**config.mk**
```make
export PLATFORM = sky130hd
export DESIGN_NAME = tdm_demux_8
export DESIGN_NICKNAME = d
export VERILOG_FILES = /design/src/rtl/tdm_pkg.sv /design/src/rtl/tdm_demux_8.sv
export SDC_FILE = /design/constraint.sdc
export NUM_CORES = 1
export LEC_CHECK = 0
export CAP_MARGIN = 20
export CORE_MARGIN = 5
export CORE_UTILIZATION = 40
export DETAILED_ROUTE_END_ITERATION = 12
export SYNTH_ARGS = -nofsm -noshare
export SYNTH_HDL_FRONTEND = slang
export SYNTH_SLANG_ARGS = --single-unit
```
**constraint.sdc**
```tcl
create_clock -name clk -period 2.1 [get_ports clk]
set_input_delay 0.315 -clock clk [delete_from_list [all_inputs] [get_ports clk]]
set_output_delay 0.315 -clock clk [all_outputs]
set_load 0.02 [all_outputs]
```
**src/rtl/tdm_pkg.sv**
```systemverilog
`default_nettype none
// ============================================================================
// Module   : tdm_pkg
// Purpose  : Shared types, defaults and parity helper for the TDM demux.
// Revision : 1.0 - initial release
// ============================================================================
package tdm_pkg;

    typedef enum logic [0:0] {
        HUNT = 1'b0,
        RUN  = 1'b1
    } state_t;

    localparam int DEFAULT_SLOTS = 8;
    localparam int PAR_MAX_W     = 64;

    // Even parity of a zero-extended word (supports SLOTS up to PAR_MAX_W).
    function automatic logic even_parity(input logic [PAR_MAX_W-1:0] data);
        return ^data;
    endfunction

endpackage
`default_nettype wire

```
**src/rtl/tdm_demux_8.sv**
```systemverilog
`default_nettype none
// ============================================================================
// Module   : tdm_demux_8
// Purpose  : Serial TDM stream to parallel word reassembly with frame lock.
//            Optional trailing parity beat enabled by TDM_DEMUX_PARITY_EN.
// Revision : 1.0 - initial release
// ============================================================================
module tdm_demux_8
    import tdm_pkg::*;
#(
    parameter int SLOTS = DEFAULT_SLOTS,
`ifdef TDM_DEMUX_PARITY_EN
    parameter int SEL_W = $clog2(SLOTS + 1)
`else
    parameter int SEL_W = $clog2(SLOTS)
`endif
) (
    input  logic             clk,
    input  logic             rst_n,
    input  logic             in_valid,
    input  logic             in_bit,
    input  logic             in_sync,
    output logic [SLOTS-1:0] out,
    output logic             out_valid,
    output logic [SEL_W-1:0] sel,
    output logic             sync_err,
    output logic             par_err
);

    localparam int               IDX_W     = $clog2(SLOTS);
    localparam logic [SEL_W-1:0] LAST_DATA = SEL_W'(SLOTS - 1);
    localparam logic [SEL_W-1:0] SEL_ONE   = SEL_W'(1);
`ifdef TDM_DEMUX_PARITY_EN
    localparam logic [SEL_W-1:0] PAR_SEL   = SEL_W'(SLOTS);
`endif

    state_t           state;
    logic [SLOTS-1:0] shadow;
    logic [SLOTS-1:0] frame_word;
    logic [IDX_W-1:0] idx;

    // Shadow with the current beat merged in; on the last data slot this is
    // exactly the completed frame.
    always_comb begin
        idx                  = sel[IDX_W-1:0];
        frame_word           = shadow;
        frame_word[idx]      = in_bit;
    end

    always_ff @(posedge clk) begin
        if (!rst_n) begin
            state     <= HUNT;
            shadow    <= '0;
            out       <= '0;
            out_valid <= 1'b0;
            sel       <= '0;
            sync_err  <= 1'b0;
            par_err   <= 1'b0;
        end else begin
            out_valid <= 1'b0;
            sync_err  <= 1'b0;
            par_err   <= 1'b0;
            if (in_valid) begin
                case (state)
                    HUNT: begin
                        if (in_sync) begin
                            shadow[0] <= in_bit;
                            sel       <= SEL_ONE;
                            state     <= RUN;
                        end
                    end
                    RUN: begin
                        if (in_sync && (sel != '0)) begin
                            // Misaligned sync: drop partial frame, restart at slot 0.
                            sync_err  <= 1'b1;
                            shadow[0] <= in_bit;
                            sel       <= SEL_ONE;
`ifdef TDM_DEMUX_PARITY_EN
                        end else if (sel == PAR_SEL) begin
                            if (in_bit == even_parity(PAR_MAX_W'(shadow))) begin
                                out       <= shadow;
                                out_valid <= 1'b1;
                            end else begin
                                par_err   <= 1'b1;
                            end
                            sel <= '0;
`else
                        end else if (sel == LAST_DATA) begin
                            out       <= frame_word;
                            out_valid <= 1'b1;
                            sel       <= '0;
`endif
                        end else begin
                            shadow[idx] <= in_bit;
                            sel         <= sel + SEL_ONE;
                        end
                    end
                    default: begin
                        state <= HUNT;
                        sel   <= '0;
                    end
                endcase
            end
        end
    end

endmodule
`default_nettype wire

```
Yosys cells after proc, flatten, opt, wreduce, memory -nomap -nowiden
Cells that the tools add are included.
{"block": "classes", "mux": 15, "n_addsub": 1, "n_eq_ne": 3, "n_reduce_logical": 9, "n_bitwise": 5, "n_lt_le_gt_ge": 2}
{"op": "2-to-1 mux 3 bit", "n": 3}
{"op": "bitwise mux 8 bit", "n": 1}
{"op": "2-to-1 mux 1 bit", "n": 8}
{"op": "AND reduction 4 bit", "n": 2}
{"op": "one-hot mux 3 bit (2 select lines)", "n": 1}
{"op": "AND reduction 3 bit", "n": 2}
{"op": "inverter 1 bit", "n": 5}
{"op": "less-than comparator 3 x 4 -> 1 bit, second input constant", "n": 1}
{"op": "OR reduction 4 bit", "n": 1}
{"op": "adder 3 x 1 -> 3 bit, second input constant", "n": 1}
{"op": "demux 1 bit (select 3 bit)", "n": 1}
{"op": "== test 3 bit, second input constant", "n": 1}
{"op": "greater-or-equal comparator 3 x 1 -> 1 bit, second input constant", "n": 1}
{"op": "!= test 3 bit, second input constant", "n": 1}
{"op": "nonzero test 3 bit", "n": 1}
{"op": "logical AND 1 bit", "n": 2}
{"op": "!= test 2 bit, second input constant", "n": 1}
{"op": "one-hot mux 1 bit (2 select lines)", "n": 1}
{"op": "AND reduction 2 bit", "n": 1}
{"block": "totals", "input_bits": 5, "output_inout_bits": 14, "register_bits": 22}

Logic depth before layout (Yosys ltp)
Gate-level depths: netlist (run 1).
{"block": "logic_depth", "depth_word": 8, "depth_mapped": 7}

Worst setup path before layout (run 1)
OpenSTA, ideal clock, no wires.
{"block": "synth_path", "kind": "register -> register", "from": "reg sel[0]", "to": "reg out[6]", "path_buffers": 1, "required_time_ps": 2030, "path_slack_ps": 387, "stages_incl_launch_ff": 8, "synth_period_minus_slack_ps": 1713, "arrival_time_ps": 1643, "path_cell_list": "dfxtp_1 -> ha_1 -> ha_1 -> nand3_1 -> a21oi_2 -> buf_2 -> o21ai_0 -> a21oi_1"}
{"block": "synth_via", "elab_chain_len": 5, "elab_cells_between_ends": 11, "cone_classes": "order compare (2); eq/ne (1); mux (3); bitwise (1); reduce/logical (4)"}
{"element": "from (decl)", "line_no": "tdm_demux_8.sv:25", "rtl": "output logic [SEL_W-1:0] sel,"}
{"element": "from (signal assigned)", "line_no": "tdm_demux_8.sv:95", "rtl": "sel <= sel + SEL_ONE;"}
{"element": "less-than comparator 3 x 4 -> 1 bit (implied by the code) or greater-or-equal comparator 3 x 1 -> 1 bit (tied branches)", "line_no": "tdm_demux_8.sv:47", "rtl": "frame_word[idx] = in_bit;"}
{"element": "logical AND 1 bit (implied by the code)", "line_no": "tdm_demux_8.sv:47"}
{"element": "2-to-1 mux 1 bit (implied by the code)", "line_no": "tdm_demux_8.sv:47"}
{"element": "demux 1 bit (select 3 bit)", "line_no": "tdm_demux_8.sv:47"}
{"element": "bitwise mux 8 bit", "line_no": "tdm_demux_8.sv:47"}
{"element": "to (signal assigned)", "line_no": "tdm_demux_8.sv:89", "rtl": "out <= frame_word;"}
{"element": "to (decl)", "line_no": "tdm_demux_8.sv:23", "rtl": "output logic [SLOTS-1:0] out,"}
Parallel ways exist; a longest one is shown, timed or not.
A chain may end at the register's enable or synchronous reset.

Final worst setup path (run 1)
{"block": "layout_path", "from": "reg sel[2]", "to": "out sel[2]"}
No word-level cell between the ends.

==> results of run 1 <==
## final cells by class
type                       count  area, um2  share of cell area [%]
sequential                    22      440.4                   36.40
timing repair buffer          20      192.7                   15.93
inverter                       2      7.507                  0.6205
tap                           30      37.54                   3.102
clock buffer                   4      36.28                   2.999
multi-input combinational     78      495.5                   40.95
## worst paths after layout
| kind | end | cells past startpoint | slack (ns) |
|---|---|---|---|
| hold reg to reg | shadow[0] | 2 | 0.47 |
| hold / removal | shadow[0] | 2 | 0.47 |
| setup / recovery | sel[2] | 1 | 0.19 |
| setup reg to reg | out[2] | 7 | 0.37 |
## flip-flops by register name, indices dropped and copies added (netlist names)
name       count
shadow         8
sel            3
out            8
sync_err       1
out_valid      1
state          1
## through the flow
step	setup WS [ns]	hold slack, ns	util, %	power, W	std cells
after CTS	0.1586	0.4766	49.74	0.0007536	156
after global routing	0.09672	0.5258	49.74	0.0007823	156
final	0.1911	0.4729	49.74	0.0007431	156
after floorplan	0.3869	0.4378	-	0.0005011	111
after global placement	0.2999	0.4491	48.25	0.0005215	152
after detailed placement	0.2491	0.4599	48.25	0.0005228	152
## synthesized netlist by cell type
| master | instances | area, um2 |
|---|---|---|
| nand2_1 | 8 | 30.03 |
| nand3b_1 | 1 | 7.510 |
| a21oi_2 | 1 | 8.760 |
| conb_1 | 1 | 3.750 |
| buf_4 | 4 | 30.03 |
| a211oi_2 | 1 | 12.51 |
| nand4_1 | 3 | 18.77 |
| dfxtp_1 | 22 | 440.4 |
| nand2b_4 | 1 | 13.76 |
| nand3_1 | 5 | 25.02 |
| and3_2 | 1 | 7.510 |
| o2111ai_1 | 1 | 8.760 |
| a21oi_1 | 15 | 75.07 |
| nor2_1 | 2 | 7.510 |
| and3_1 | 1 | 6.260 |
| inv_1 | 1 | 3.750 |
| clkbuf_1 | 3 | 11.26 |
| o21ai_0 | 15 | 75.07 |
| ha_1 | 3 | 37.54 |
| a21boi_0 | 2 | 15.01 |
| buf_2 | 2 | 10.01 |
| or3_1 | 1 | 6.260 |
| nor3_1 | 3 | 15.01 |
| inv_2 | 1 | 3.750 |
| mux2i_1 | 10 | 100.1 |
| and2_1 | 1 | 6.260 |
| a32oi_1 | 1 | 8.760 |
| nor2b_1 | 1 | 6.260 |
## power breakdown
group	switching (W)	leakage (nW)	internal (W)
Clock	0.000124	0.0210	0.000106
Sequential	0.0000109	0.178	0.000428
Combinational	0.0000423	0.280	0.0000320
Total	0.000178	0.479	0.000566
## logic make-up after synthesis
family / count (synthesis) / synth area share, %
compound gates: 36 / 20.50
fa+ha+maj: 3 / 3.774
buf+inv: 11 / 5.911
flops: 22 / 44.28
mux: 10 / 10.06
other cells: 1 / 0.3770
simple gates: 28 / 15.10
## per-layer routing
metal  share of wire [%]  GRT usage [%]  up-vias
met3                 6.0          3.672        4
met2                  45          20.52       17
met4                 2.3          7.595        0
li1                    -              -      426
met1                  47          16.45      366
met5                   0              0        -
==> impl_metrics.py, run 1 <==
metrics = {
    "logic_synthesis": {
        "syn_avg_cell_area_um2": 8.961,
        "yosysSeqAreaShare_pct": 44.28,
        "syn_area_um2": 994.7,
        "synthCells": 111,
        "synth.distinct_cells": 28,
        "ys_seq_elements": 22,
        "synthesis.nets": 119,
        "yosysWarnings": 0,
    },
    "cells_and_area": {
        "num-fill-cells": 252,
        "area_growth_syn_to_layout_pct": 21.64,
        "antenna_cells": 0,
        "fin_area_um2": 1210,
        "final_common_cell": "dfxtp_1",
        "final_cell_mix": "dfxtp_1 (22), clkdlybuf4s50_1 (17), o21ai_0 (15), a21oi_1 (15), mux2i_1 (10)",
        "num-nets-final": 135,
        "drive_gt1_share_pct": 9.524,
    },
    "worst_setup_path": {
        "path_class": "reg2out",
        "path_buf_inv": 1,
        "crit_fanout": 14,
        "r2r-start": "sel[0]",
        "worstPathArrival_ns": 1.59,
        "cp-start-kind": "flip-flop",
        "crit_path_max_incr_delay_ns": 0.69,
        "critPathLaunch": "sel[2]",
        "critical_path.endpoint_type": "output port",
        "cp.required_ns": 1.78,
        "path_cells": "clkdlybuf4s50_1",
        "critPathTopFamily": "buffers and inverters",
        "slowest_stage": "clkdlybuf4s50_1",
    },
    "clock_tree": {
        "clockBufferDepth": 2,
        "cts_hold_buffers": 0,
        "cts_tree": "yes",
        "cts-resized-gates": 0,
        "post-cts-setup-buffers": 0,
        "cts_root_buffer": "clkbuf_4",
        "clk_pin_slew_ns": 0.12,
        "htree_levels": 1,
        "clock_latency_ns": 0.31,
        "cts_buffers": 3,
        "clock-sinks": 22,
    },
    "timing": {
        "hold_viol": 0,
        "fin_crit_sh_pct": 90.90,
        "tightest_slew_ns": 0.6732,
        "finalClockSkew_ns": 0.005172,
        "setup_viol": 0,
        "fin_crit_ns": 1.909,
        "fin_tns_setup_ns": 0,
        "clock.fmax_ghz": 0.5239,
        "slew_headroom_pct": 54.98,
        "slew_violations": 0,
        "grt_setup_unrepaired": "no",
    },
    "power_and_ir_drop": {
        "power_density_nw_per_um2": 614.2,
        "leakage_nw": 0.4790,
        "ir_drop_v": 0.0004516,
    },
    "detailed_routing": {
        "antenna_left": 0,
        "dr.pass1.iters": 4,
        "avgViaCountPerCell": 5.212,
        "drt_iter0_drc": 10,
        "vias": 813,
        "wire_per_inst_um": 12.64,
        "wl_um": 1972,
        "drc": 0,
    },
    "placement": {
        "routabilityCongestion": 0.7099,
        "hpwl_um": 1391,
        "placed_area_um2": 1174,
        "port_buffers": 17,
    },
    "die": {
        "start_util_pct": 40.90,
        "row_count": 18,
        "dieArea_um2": 3584,
        "die_w_um": 59.87,
        "io_pins": 19,
        "coreArea_um2": 2432,
        "die_y_um": 59.87,
    },
    "global_routing": {
        "grt_max_degree": 24,
        "antenna_found_initial": 0,
        "grt_overflow": 0,
        "grt_pass1_wl_um": 3574,
        "grt.total_usage_pct": 13.29,
        "grt_pass1_vias": 785,
    },
    "run_status": {
        "status": "complete, no violations",
    },
    "job": {
        "drv_cap": 0,
    },
    "min_path": {
        "hold_path.class": "reg2reg",
        "hp-start": "shadow[0]",
    },
}
Note: power is estimated with default switching activity, not from simulation.
==> run 2: changes to the inputs <==
--- a/config.mk
+++ b/config.mk
@@ -9,6 +9,7 @@
 export CORE_MARGIN = 5
 export CORE_UTILIZATION = 40
 export DETAILED_ROUTE_END_ITERATION = 12
+export DONT_BUFFER_PORTS = 1
 export SYNTH_ARGS = -nofsm -noshare
 export SYNTH_HDL_FRONTEND = slang
 export SYNTH_SLANG_ARGS = --single-unit
==> impl_metrics.py, run 2 (synthesis results as in run 1) <==
metrics = {
    "worst_setup_path": {
        "cp-start-kind": "flip-flop",
        "cp.required_ns": 2.34,
        "crit_fanout": 17,
        "path_class": "reg2reg",
        "worstPathArrival_ns": 2.05,
        "critical_path.endpoint_type": "flip-flop",
    },
    "global_routing": {
        "grt_max_degree": 24,
        "grt.total_usage_pct": 11.51,
        "grt_pass1_wl_um": 3118,
        "antenna_found_initial": 0,
        "grt_pass1_vias": 714,
        "grt_overflow": 0,
    },
    "clock_tree": {
        "cts-resized-gates": 0,
        "clock_latency_ns": 0.30,
        "htree_levels": 1,
        "cts_tree": "yes",
        "clk_pin_slew_ns": 0.12,
        "post-cts-setup-buffers": 0,
        "cts_root_buffer": "clkbuf_4",
        "cts_hold_buffers": 0,
        "clock-sinks": 22,
        "clockBufferDepth": 2,
        "cts_buffers": 3,
    },
    "detailed_routing": {
        "antenna_left": 0,
        "wl_um": 1841,
        "drt_iter0_drc": 12,
        "dr.pass1.iters": 4,
        "vias": 768,
        "wire_per_inst_um": 13.15,
        "drc": 0,
        "avgViaCountPerCell": 5.486,
    },
    "min_path": {
        "hold_path.class": "in2reg",
    },
    "die": {
        "io_pins": 19,
        "row_count": 18,
        "start_util_pct": 40.90,
        "dieArea_um2": 3584,
        "coreArea_um2": 2432,
        "die_w_um": 59.87,
        "die_y_um": 59.87,
    },
    "cells_and_area": {
        "num-nets-final": 119,
        "final_common_cell": "dfxtp_1",
        "drive_gt1_share_pct": 11.82,
        "area_growth_syn_to_layout_pct": 5.283,
        "final_cell_mix": "dfxtp_1 (22), o21ai_0 (15), a21oi_1 (15)",
        "antenna_cells": 0,
        "largestRegisters": "out: 8 flops, shadow: 8 flops, sel: 3 flops",
    },
    "power_and_ir_drop": {
        "power_density_nw_per_um2": 692.5,
        "leakage_nw": 0.4243,
        "power_w": 0.0007252,
        "ir_drop_v": 0.0003972,
    },
    "timing": {
        "grt_setup_unrepaired": "no",
        "finalClockSkew_ns": 0.002655,
        "hold_viol": 0,
        "slew_violations": 0,
        "layout_setup_ws_ns": 0.2904,
        "fin_tns_setup_ns": 0,
        "fin_crit_sh_pct": 86.17,
        "fin_crit_ns": 1.810,
        "hold_ws_ns": 0.1294,
        "setup_viol": 0,
        "clock.fmax_ghz": 0.5526,
    },
    "placement": {
        "place_ws_ns": 0.3025,
        "hpwl_um": 1311,
        "routabilityCongestion": 0.8004,
        "port_buffers": 0,
    },
    "job": {
        "drv_cap": 0,
    },
    "run_status": {
        "status": "complete, no violations",
    },
}
==> run 2: where the power goes <==
part           internal [W]  switching (W)  total (W)  leakage (nW)
Combinational     0.0000232      0.0000295  0.0000528         0.225
Clock              0.000106       0.000128   0.000233        0.0210
Sequential         0.000428      0.0000113   0.000439         0.178
Total              0.000557       0.000168   0.000725         0.424
==> run 2: layout make-up <==
type / count / area (um2)
clock buffers: 4 / 36.28
multi-input cells: 78 / 495.5
fillers: 248 / 1385
flip-flops and latches: 22 / 440.4
well taps: 30 / 37.54
repair buffers: 4 / 30.03
inverters: 2 / 7.507
==> run 2: critical path, stage by stage, from the launching register on <==
cell	delay, ns
dfxtp_1	0.61
ha_1	0.23
ha_1	0.24
nand3_1	0.11
a21oi_2	0.12
buf_4	0.21
o21ai_0	0.10
a21oi_1	0.12
==> run 2: final timing paths <==
kind             start        end  slack [ns]  cells past startpoint
max             sel[1]     out[6]        0.29                      7
min              rst_n  out_valid        0.13                      1
max reg2reg     sel[1]     out[6]        0.29                      7
min reg2reg  shadow[7]  shadow[7]        0.48                      2
==> run 2: layer usage <==
metal | share of wire, % | vias to the layer above | global-route usage [%]
met1 | 47 | 352 | 14.47
li1 | - | 392 | -
met2 | 45 | 22 | 17.75
met4 | 0.71 | 0 | 4.747
met5 | 0 | - | 0
met3 | 7.8 | 2 | 4.104
==> run 2: through the flow <==
step	std cells	cell area, um2	util (%)
after floorplan	111	994.7	-
final	140	1047	43.06
after CTS	140	1047	43.06
after detailed placement	136	1011	41.56
after global placement	136	1011	41.56
after global routing	140	1047	43.06
==> run 3: changes to the inputs <==
--- a/config.mk
+++ b/config.mk
@@ -10,6 +10,8 @@
 export CORE_UTILIZATION = 40
 export DETAILED_ROUTE_END_ITERATION = 12
 export DONT_BUFFER_PORTS = 1
+export MAX_ROUTING_LAYER = met4
+export SKIP_LAST_GASP = 1
 export SYNTH_ARGS = -nofsm -noshare
 export SYNTH_HDL_FRONTEND = slang
 export SYNTH_SLANG_ARGS = --single-unit
==> impl_metrics.py, run 3 (synthesis results as in run 1) <==
metrics = {
    "worst_setup_path": {
        "path_cells": "ha_1, ha_1, nand3_1, a21oi_2, buf_4, o21ai_0, a21oi_1",
        "crit_fanout": 17,
        "rrSetupSlack_ns": 0.29,
        "crit_top_cell": "ha_1",
        "path_buf_inv": 1,
        "worstPathArrival_ns": 2.05,
        "slowest_stage": "dfxtp_1",
        "path_class": "reg2reg",
        "cp-start-kind": "flip-flop",
        "critical_path.endpoint_type": "flip-flop",
        "cp.required_ns": 2.34,
        "crit_path_max_incr_delay_ns": 0.61,
        "critPathTopFamily": "flip-flops",
    },
    "die": {
        "dieArea_um2": 3584,
        "die_w_um": 59.87,
        "row_count": 18,
        "coreArea_um2": 2432,
        "io_pins": 19,
        "die_y_um": 59.87,
        "start_util_pct": 40.90,
    },
    "timing": {
        "layout_setup_ws_ns": 0.2905,
        "fin_tns_setup_ns": 0,
        "finalClockSkew_ns": 0.002679,
        "slew_violations": 0,
        "fin_crit_sh_pct": 86.17,
        "fin_crit_ns": 1.810,
        "grt_setup_unrepaired": "no",
        "setup_viol": 0,
        "hold_viol": 0,
        "clock.fmax_ghz": 0.5526,
    },
    "job": {
        "drv_cap": 0,
    },
    "clock_tree": {
        "cts_root_buffer": "clkbuf_4",
        "clk_pin_slew_ns": 0.12,
        "clock-sinks": 22,
        "cts_buffers": 3,
        "htree_levels": 1,
        "clock_latency_ns": 0.30,
        "post-cts-setup-buffers": 0,
        "clockBufferDepth": 2,
        "cts_hold_buffers": 0,
        "cts_tree": "yes",
        "cts-resized-gates": 0,
    },
    "power_and_ir_drop": {
        "ir_drop_v": 0.0003973,
        "power_w": 0.0007252,
        "leakage_nw": 0.4243,
        "power_density_nw_per_um2": 692.5,
    },
    "cells_and_area": {
        "area_growth_syn_to_layout_pct": 5.283,
        "num-fill-cells": 248,
        "drive_gt1_share_pct": 11.82,
        "final_common_cell": "dfxtp_1",
        "num-nets-final": 119,
        "antenna_cells": 0,
        "final_cell_mix": "dfxtp_1 (22), o21ai_0 (15), a21oi_1 (15)",
        "fin_area_um2": 1047,
        "largestRegisters": "out: 8 flops, shadow: 8 flops, sel: 3 flops",
    },
    "detailed_routing": {
        "vias": 768,
        "wl_um": 1844,
        "drc": 0,
        "wire_per_inst_um": 13.17,
        "dr.pass1.iters": 4,
        "antenna_left": 0,
        "avgViaCountPerCell": 5.486,
        "drt_iter0_drc": 12,
    },
    "global_routing": {
        "grt_pass1_wl_um": 3118,
        "grt.total_usage_pct": 11.84,
        "grt_pass1_vias": 713,
        "antenna_found_initial": 0,
        "grt_max_degree": 24,
        "grt_overflow": 0,
    },
    "placement": {
        "port_buffers": 0,
        "place_ws_ns": 0.3025,
        "placed_area_um2": 1011,
        "routabilityCongestion": 0.8120,
        "hpwl_um": 1311,
    },
    "run_status": {
        "status": "complete, no violations",
    },
    "min_path": {
        "hold_path.class": "in2reg",
    },
}
==> run 3: cell counts in the layout (fill, tap and decap cells not counted) <==
Identical to the previous run, type by type.
==> run 3: final timing paths <==
path | from | to | cells after the start
worst max-delay path | sel[1] | out[6] | 7
worst max register to register | sel[1] | out[6] | 7
worst min-delay path | rst_n | out_valid | 1
worst min register to register | shadow[7] | shadow[7] | 2
==> run 3: per-layer routing <==
metal  global-route usage (%)  routed length (um)
met1                    14.74                 863
met2                    17.75                 825
met3                    3.672                 141
met4                    4.747                  13
met5                        -                   0
==> run 3: stage by stage <==
stage               instances  hold slack, ns  util [%]
global placement          136          0.4447     41.56
global route              140          0.1079     43.06
finish                    140          0.1293     43.06
detailed placement        136          0.4449     41.56
CTS                       140          0.1178     43.06
floorplan                 111          0.4378         -
==> run 3: layout make-up <==
cell class	count	area (um2)	area share, %
flip-flops and latches	22	440.4	42.06
clock buffers	4	36.28	3.465
well taps	30	37.54	3.584
inverters	2	7.507	0.7168
repair buffers	4	30.03	2.867
multi-input cells	78	495.5	47.31
==> run 3: where the power goes <==
part	internal, W	switching, W
logic	0.0000232	0.0000295
clock network	0.000106	0.000128
registers	0.000428	0.0000113
total	0.000557	0.000168
